**config.mk**
```make
export PLATFORM = sky130hd
export DESIGN_NAME = dmem_bus_ctrl
export DESIGN_NICKNAME = d
export VERILOG_FILES = /design/src/rtl/dmem_bus_ctrl.sv
export SDC_FILE = /design/constraint.sdc
export NUM_CORES = 1
export LEC_CHECK = 0
export CAP_MARGIN = 20
export CELL_PAD_IN_SITES_DETAIL_PLACEMENT = 1
export CELL_PAD_IN_SITES_GLOBAL_PLACEMENT = 1
export CORE_MARGIN = 2
export CORE_UTILIZATION = 29
export CTS_BUF_LIST = sky130_fd_sc_hd__clkbuf_8
export DETAILED_ROUTE_END_ITERATION = 10
export GPL_ROUTABILITY_DRIVEN = 0
export GPL_TIMING_DRIVEN = 0
export PLACE_DENSITY = 0.81
export SYNTH_ARGS = -nofsm -noshare
export SYNTH_HDL_FRONTEND = slang
export SYNTH_SLANG_ARGS = --single-unit
```
**constraint.sdc**
```tcl
create_clock -name clk -period 2.1 [get_ports clk]
set_input_delay 0.21 -clock clk [delete_from_list [all_inputs] [get_ports clk]]
set_output_delay 0.21 -clock clk [all_outputs]
set_load 0.005 [all_outputs]
```
**src/rtl/dmem_bus_ctrl.sv**
```systemverilog
// dmem_bus_ctrl: bridges the single-cycle datapath's memory stage onto a
// wait-stated req/ack data bus. Each load/store is latched into request
// registers, held on the bus until ack (or timeout), and the core is stalled
// until the access completes.
module dmem_bus_ctrl #(
    parameter int          TIMEOUT  = 16,
    parameter logic [31:0] ERR_DATA = 32'hDEADBEEF
) (
    input  logic        clk,
    input  logic        reset,
    input  logic        MemRead,
    input  logic        MemWrite,
    input  logic [31:0] ALUResult,
    input  logic [31:0] WriteData,
    input  logic [3:0]  byteEnable,
    output logic [31:0] ReadData,
    output logic        Stall,
    output logic        BusErr,
    output logic        bus_req,
    output logic        bus_we,
    output logic [29:0] bus_addr,
    output logic [31:0] bus_wdata,
    output logic [3:0]  bus_be,
    input  logic        bus_ack,
    input  logic [31:0] bus_rdata
);

    typedef enum logic [1:0] {
        IDLE = 2'd0,
        BUSY = 2'd1,
        DONE = 2'd2
    } state_t;

    // Last BUSY cycle count before the access is abandoned.
    localparam logic [7:0] CNT_LAST = 8'(TIMEOUT - 1);

    state_t     state;
    logic [7:0] cnt;
    logic       access;

    // The two byte-offset address bits never reach the word-addressed bus.
    logic       unused_addr_lsb;
    assign unused_addr_lsb = &{1'b0, ALUResult[1:0]};

    assign access = MemRead | MemWrite;

    // Stall decode: hold the core while an access is pending or in flight,
    // release it in DONE so the datapath commits on that edge.
    always_comb begin
        // NOTE: default first so every path assigns Stall and no latch is inferred.
        Stall = 1'b0;
        case (state)
            IDLE:    Stall = access;
            BUSY:    Stall = 1'b1;
            DONE:    Stall = 1'b0;
            default: Stall = 1'b0;
        endcase
    end

    // Access FSM with registered bus outputs, timeout counter and sticky error.
    always_ff @(posedge clk) begin
        if (reset) begin
            state     <= IDLE;
            cnt       <= 8'd0;
            ReadData  <= 32'd0;
            BusErr    <= 1'b0;
            bus_req   <= 1'b0;
            bus_we    <= 1'b0;
            bus_addr  <= 30'd0;
            bus_wdata <= 32'd0;
            bus_be    <= 4'd0;
        end else begin
            // NOTE: non-blocking so every register samples pre-edge values.
            case (state)
                IDLE: begin
                    if (access) begin
                        // A simultaneous read+write request is issued as a write.
                        bus_req   <= 1'b1;
                        bus_we    <= MemWrite;
                        bus_addr  <= ALUResult[31:2];
                        bus_wdata <= WriteData;
                        bus_be    <= byteEnable;
                        cnt       <= 8'd0;
                        state     <= BUSY;
                    end
                end
                BUSY: begin
                    cnt <= cnt + 8'd1;
                    if (bus_ack) begin
                        if (!bus_we) ReadData <= bus_rdata;
                        bus_req <= 1'b0;
                        state   <= DONE;
                    end else if (cnt == CNT_LAST) begin
                        // Abandon the access; a timed-out write is simply dropped.
                        BusErr  <= 1'b1;
                        if (!bus_we) ReadData <= ERR_DATA;
                        bus_req <= 1'b0;
                        state   <= DONE;
                    end
                end
                DONE: begin
                    // Always pass through IDLE so the next instruction is evaluated fresh.
                    state <= IDLE;
                end
                default: begin
                    state   <= IDLE;
                    bus_req <= 1'b0;
                end
            endcase
        end
    end

endmodule

```
# After elaboration in Yosys (flattened, before gate mapping)
# Index checks and enable logic that the tools add are counted.
classes:
  addsub: 1
  eq_ne: 7
  mux: 15
  bitwise: 3
  n_reduce_logical: 9
op_table:
  columns: ["op", "n"]
  rows:
  - ["two-way mux 32 bit", 4]
  - ["case mux 8 bit (2 select lines)", 1]
  - ["adder 8 x 1 -> 8 bit, second input constant", 1]
  - ["== test 8 x 4 -> 1 bit, second input constant", 1]
  - ["two-way mux 8 bit", 1]
  - ["two-way mux 2 bit", 3]
  - ["inequality test 2 bit, second input constant", 3]
  - ["AND reduction 2 bit", 3]
  - ["AND reduction 3 bit", 2]
  - ["case mux 2 bit (2 select lines)", 1]
  - ["AND reduction 4 bit", 1]
  - ["nonzero test 2 bit", 2]
  - ["two-way mux 1 bit", 3]
  - ["inequality test 3 bit, second input constant", 1]
  - ["case mux 1 bit (3 select lines)", 1]
  - ["== test 2 x 1 -> 1 bit, second input constant", 1]
  - ["== test 2 bit, second input constant", 1]
  - ["logical NOT 2 bit", 1]
  - ["inverter 1 bit", 2]
  - ["case mux 1 bit (2 select lines)", 1]
  - ["bitwise OR 1 bit", 1]
word_totals:
  reg_bits: 111
  input_bits: 105
  word_cells: 44

# Longest topological paths before layout
depth:
  word_depth: 4
  mapped_depth: 7

# Worst setup path after synthesis
# Ideal clock, no wire load.
synth_path:
  path_kind: "reg-to-reg"
  from: "register cnt[4]"
  to: "register ReadData[14]"
  t_arrival_ps: 1397
  slack_ps: 571
  stages_incl_launch_ff: 6
  path_buffers: 1
  period_less_slack_ps: 1529
  path_cell_list: "dfxtp_1 or4_4 o21ba_1 buf_2 o21ai_1 a21oi_1"
synth_between:
  elab_chain_len: 3
synth_rtl:
  columns: ["element", "line_no", "rtl"]
  rows:
  - ["from (decl)", "38", "logic [7:0] cnt;"]
  - ["from (signal assigned)", "88", "cnt <= cnt + 8'd1;"]
  - ["== test 8 x 4 -> 1 bit (*)", "93", "end else if (cnt == CNT_LAST) begin"]
  - ["inequality test 2 bit (no line) or nonzero test 2 bit (tied branches)", null, null]
  - ["AND reduction 4 bit (no line) (*)", null, null]
  - ["to (signal assigned)", "90", "if (!bus_we) ReadData <= bus_rdata;"]
  - ["to (decl)", "16", "output logic [31:0] ReadData,"]
# Mark *: on every way between the ends. The rest lies on a longest branch, timed or not.
# A chain may end at the register's enable or synchronous reset.

# Worst setup path after layout
layout_path:
  from: "register state[0]"
  to: "output port Stall"
layout_between:
  elab_chain_len: 2
layout_rtl:
  columns: ["element", "line_no", "rtl"]
  rows:
  - ["from (decl)", "37", "state_t state;"]
  - ["from (signal assigned)", "63", "state <= IDLE;"]
  - ["from (signal assigned)", "84", "state <= BUSY;"]
  - ["from (signal assigned)", "92", "state <= DONE;"]
  - ["== test 2 x 1 -> 1 bit or logical NOT 2 bit (tied branches)", "52", "case (state)"]
  - ["case mux 1 bit (2 select lines) (*)", "52", null]
  - ["to (decl)", "17", "output logic Stall,"]
# Marks and branches as above.

==> impl_results.html <==
<table>
<tr><th>Metric</th><th>Value</th></tr>
<tr><th colspan="2">Routing</th></tr>
<tr><td>Remaining antenna violation count</td><td>0</td></tr>
<tr><td>Highest metal layer used by the detailed router</td><td>met4</td></tr>
<tr><td>Met2 wire length</td><td>roughly 7.0 mm</td></tr>
<tr><td>Via-per-instance ratio</td><td>roughly 4.7</td></tr>
<tr><td>Metal3 WL</td><td>1.66 mm</td></tr>
<tr><td>DR pass1 iterations</td><td>4</td></tr>
<tr><td>Wire length on met1</td><td>5.34 mm</td></tr>
<tr><td>Number of violations reported at the end of detailed-routing iteration 0</td><td>75</td></tr>
<tr><td>Vias</td><td>4,274</td></tr>
<tr><td>WL final</td><td>14.3 mm</td></tr>
<tr><td>Drt drc</td><td>0</td></tr>
<tr><td>DR WL/cell</td><td>15.8 um</td></tr>
<tr><th colspan="2">Power and ir drop</th></tr>
<tr><td>PD cells</td><td>740 nW/um^2</td></tr>
<tr><td>Share of power burned in combinational logic</td><td>20.7%</td></tr>
<tr><td>Static power due to leakage</td><td>2.46 nW</td></tr>
<tr><td>Switching Share</td><td>25.7%</td></tr>
<tr><td>Internal Pwr Total</td><td>3.68 mW</td></tr>
<tr><td>Worst voltage drop across the vdd grid</td><td>0.000339 V</td></tr>
<tr><td>Net Switching</td><td>1.27 mW</td></tr>
<tr><td>Clock network fraction of design power</td><td>32.1%</td></tr>
<tr><td>Sequential share of power</td><td>a little under half</td></tr>
<tr><th colspan="2">Worst setup path</th></tr>
<tr><td>Start-to-end type of the worst setup path</td><td>flip-flop to primary output</td></tr>
<tr><td>CP Buf/Inv Count</td><td>2</td></tr>
<tr><td>Delay of the slowest critical-path stage</td><td>500 ps</td></tr>
<tr><td>Required time reported for the critical path endpoint</td><td>around 1900 ps</td></tr>
<tr><td>Peak fanout along the critical path</td><td>6</td></tr>
<tr><td>Critical-path cell list</td><td>o31ai_2 &gt; inv_1 &gt; clkdlybuf4s50_1</td></tr>
<tr><td>Arrival time worst endpoint</td><td>roughly 1700 ps</td></tr>
<tr><td>Endpoint of the most critical register-to-register path</td><td>ReadData[2]</td></tr>
<tr><td>Crit-path leading delay family</td><td>buffers and inverters</td></tr>
<tr><td>FF-to-FF path depth</td><td>5</td></tr>
<tr><td>Setup slack of the worst register-to-register path</td><td>270 ps</td></tr>
<tr><td>Slowest stage cell, crit path</td><td>sky130_fd_sc_hd__clkdlybuf4s50_1</td></tr>
<tr><td>Logic depth of the worst path, buffers included</td><td>3</td></tr>
<tr><td>Sort of element at the end of the critical path</td><td>primary output</td></tr>
<tr><td>Start of the worst register-to-register path</td><td>state[0]</td></tr>
<tr><td>Category of the worst setup path launch point</td><td>flip-flop</td></tr>
<tr><th colspan="2">STA</th></tr>
<tr><td>Setup TNS after final layout</td><td>0 ps</td></tr>
<tr><td>Total count of hold-check failures in the final report</td><td>0</td></tr>
<tr><td>Final setup slack of the worst path</td><td>167 ps</td></tr>
<tr><td>Max Clock Skew</td><td>5.32 ps</td></tr>
<tr><td>Fin. max-slew vios</td><td>0</td></tr>
<tr><td>Pin slew with the least headroom to its limit</td><td>590 ps</td></tr>
<tr><td>Final setup vio count</td><td>0</td></tr>
<tr><td>Final worst path period share</td><td>92.1%</td></tr>
<tr><td>Rel. slew slack</td><td>approximately three fifths</td></tr>
<tr><td>Minimum clock period after layout</td><td>1930 ps</td></tr>
<tr><td>RSZ-0062 raised after global routing</td><td>false</td></tr>
<tr><td>Fmax</td><td>~520 MHz</td></tr>
<tr><th colspan="2">CTS</th></tr>
<tr><td>Clock-pin slew of the registers on the worst-case setup and hold paths</td><td>100 ps</td></tr>
<tr><td>TritonCTS clock tree</td><td>done</td></tr>
<tr><td>Number of buffers created by CTS</td><td>9</td></tr>
<tr><td>Deepest clock path buffer count</td><td>2</td></tr>
<tr><td>Clock Latency Late Sink</td><td>380 ps</td></tr>
<tr><td>Buffer type at the clock tree root</td><td>sky130_fd_sc_hd__clkbuf_8</td></tr>
<tr><td>Sink count of the clock tree</td><td>approximately 110</td></tr>
<tr><td># H-tree levels</td><td>3</td></tr>
<tr><td>Postcts setup bufs</td><td>0</td></tr>
<tr><th colspan="2">Run status</th></tr>
<tr><td>Run status</td><td>completed</td></tr>
<tr><th colspan="2">Synthesis</th></tr>
<tr><td>Post-synthesis cell area</td><td>4160 um^2</td></tr>
<tr><td>Synth Register Bits</td><td>111</td></tr>
<tr><td>Fraction of synthesis flops using an asynchronous set or reset pin</td><td>0%</td></tr>
<tr><td>Syn_area_per_cell</td><td>8.29 um^2</td></tr>
<tr><td>Syn nets</td><td>between 600 and 700</td></tr>
<tr><td>Area share of the largest cell type after synthesis</td><td>53.4%</td></tr>
<tr><td>Library cell with the largest summed area after synthesis</td><td>sky130_fd_sc_hd__dfxtp_1</td></tr>
<tr><td>Proportion of synthesized chip area in sequential cells</td><td>53.4%</td></tr>
<tr><td>Top FF cell, synth</td><td>sky130_fd_sc_hd__dfxtp_1</td></tr>
<tr><td>Cell types occupying the most area after synthesis</td><td>sky130_fd_sc_hd__dfxtp_1 53%, sky130_fd_sc_hd__nand2_1 13%, sky130_fd_sc_hd__a21oi_1 13%</td></tr>
<tr><td>Number of warnings reported in the yosys synthesis log</td><td>0</td></tr>
<tr><td>Gate count after technology mapping</td><td>502</td></tr>
<tr><td>Top cell types by occurrence after synthesis</td><td>146 x sky130_fd_sc_hd__nand2_1, 111 x sky130_fd_sc_hd__dfxtp_1, 104 x sky130_fd_sc_hd__a21oi_1</td></tr>
<tr><td>Distinct cell type count of the synthesized netlist</td><td>38</td></tr>
<tr><td>Top-count cell post-synth</td><td>sky130_fd_sc_hd__nand2_1</td></tr>
<tr><td>Count of flip-flops with a built-in enable after synthesis</td><td>0</td></tr>
<tr><th colspan="2">Min path</th></tr>
<tr><td>Worst Hold Depth</td><td>3</td></tr>
<tr><td>Class of the worst hold path</td><td>input pin to flip-flop</td></tr>
<tr><td>Hold Path Sink</td><td>bus_addr[2]</td></tr>
<tr><td>Beginning of the worst hold path</td><td>ALUResult[4]</td></tr>
<tr><th colspan="2">Flow run</th></tr>
<tr><td>Maximum Capacitance Violations</td><td>0</td></tr>
<tr><th colspan="2">Die</th></tr>
<tr><td>Die area</td><td>15,300 um^2</td></tr>
<tr><td>Initial Utilization</td><td>between 20 and 30%</td></tr>
<tr><td>Vert. Die Dim</td><td>~120 um</td></tr>
<tr><td>Overall die width</td><td>~120 um</td></tr>
<tr><td>Io pins</td><td>207</td></tr>
<tr><td>CORE AREA</td><td>13,900 um^2</td></tr>
<tr><td>Number of rows in the core area</td><td>43</td></tr>
<tr><th colspan="2">Placement</th></tr>
<tr><td>Port buffer count</td><td>204</td></tr>
<tr><td>Worst Setup Slack post-DPL</td><td>-32.8 ps</td></tr>
<tr><td>Placed Cells</td><td>slightly below 900</td></tr>
<tr><td>DPL Wire Length</td><td>11.0 mm</td></tr>
<tr><th colspan="2">Cells and area</th></tr>
<tr><td>Post-layout net count</td><td>823</td></tr>
<tr><td>Area used by multi-input combinational logic</td><td>1730 um^2</td></tr>
<tr><td>Post-route insts no fill</td><td>~900</td></tr>
<tr><td>Layout overhead on the synthesized area</td><td>60.7%</td></tr>
<tr><td>Diodes inserted</td><td>0</td></tr>
<tr><td>Fill cell instance count of the final layout</td><td>approximately 1,600</td></tr>
<tr><td>FF+latch area</td><td>2220 um^2</td></tr>
<tr><td>Layout cells sized above 1</td><td>8.17%</td></tr>
<tr><td>Final core area utilization</td><td>48.0%</td></tr>
<tr><th colspan="2">GRT</th></tr>
<tr><td>First-pass GRT wire length</td><td>22.1 mm</td></tr>
<tr><td>Pin count of the biggest net entering global routing</td><td>18</td></tr>
<tr><td>Number of global-route vias before repair</td><td>4,486</td></tr>
<tr><td>Overflow left after global routing</td><td>0</td></tr>
<tr><td>Antenna violations before repair</td><td>0</td></tr>
<tr><td>Global routing usage summed across all routing layers</td><td>18.6%</td></tr>
</table>
==> sequential cells by signal, indices dropped and copies added (netlist names) <==
| name | flops |
|---|---|
| ReadData | 32 |
| bus_be | 4 |
| state | 2 |
| bus_addr | 30 |
| bus_wdata | 32 |
| bus_req | 1 |
| cnt | 8 |
| BusErr | 1 |
| bus_we | 1 |
==> cell type report <==
class / instances / share of cell area [%]
sequential: 111 / 33.2
timing repair buffer: 204 / 30.5
multi-input combinational: 354 / 25.9
tap: 180 / 3.37
buffer: 35 / 3.07
clock buffer: 11 / 2.26
clock inverter: 5 / 1.55
inverter: 2 / 0.112
==> how the worst max path moves through the flow <==
stage / start / to / slack [ps]
after floorplan: cnt[4] / ReadData[14] / 570
after global placement: MemWrite / bus_addr[19] / 30
after detailed placement: MemWrite / bus_addr[18] / -30
after CTS: state[0] / Stall / 4
after global routing: state[0] / Stall / 60
final: state[0] / Stall / 170
==> stage by stage <==
stage,power [mW],cell area (um^2),hold WS [ps]
final,4.95,6690,368
after global routing,5.20,6690,362
after CTS,5.02,6690,346
after detailed placement,3.42,6430,450
after global placement,3.38,6430,441
after floorplan,2.79,4160,346
==> power by group through the flow <==
stage / registers (mW) / logic (mW) / clock network (mW)
finish: 2.34 / 1.02 / 1.59
global route: 2.36 / 1.13 / 1.71
global placement: 2.38 / 1.00 / 0
CTS: 2.34 / 1.04 / 1.64
floorplan: 2.39 / 0.393 / 0
detailed placement: 2.39 / 1.03 / 0
==> per-layer routing <==
layer	vias to the layer above	global-route usage [%]
li1	2092	-
met1	2014	19.3
met2	154	32.7
met3	14	8.97
met4	0	6.46
met5	-	0
==> cell families after synthesis <==
group | synth area share, %
flops | 53.4
compound gates | 16.2
mux | 0.270
buf+inv | 5.11
fa+ha+maj | 0.300
simple gates | 24.8
==> worst reg2reg max path: cells and delay by family (launching register included) <==
family                 cells  cell delay, ps
DFF                        1             440
and+or+nand+nor            4            1040
buffers and inverters      1             220
==> cell usage in the layout, fill, tap and decap left out, types with 2 or more instances in the layout <==
cell,count
sky130_fd_sc_hd__a21oi_1,104
sky130_fd_sc_hd__a21oi_2,2
sky130_fd_sc_hd__buf_2,8
sky130_fd_sc_hd__buf_6,6
sky130_fd_sc_hd__bufinv_16,3
sky130_fd_sc_hd__clkbuf_1,18
sky130_fd_sc_hd__clkbuf_8,11
sky130_fd_sc_hd__clkdlybuf4s50_1,204
sky130_fd_sc_hd__dfxtp_1,111
sky130_fd_sc_hd__inv_1,2
sky130_fd_sc_hd__nand2_1,146
sky130_fd_sc_hd__nand2b_1,2
sky130_fd_sc_hd__nand3_1,3
sky130_fd_sc_hd__nand4_1,2
sky130_fd_sc_hd__nor2_1,37
sky130_fd_sc_hd__nor3_1,8
sky130_fd_sc_hd__nor3_2,20
sky130_fd_sc_hd__o21ai_0,2
sky130_fd_sc_hd__o21ai_1,9
==> repair_timing <==
item / in CTS / in global routing
hold buffers: 0 / 0
gates resized for setup: 0 / 1
setup endpoints to repair: 0 / 1
Power figures use the tool's default switching activity.
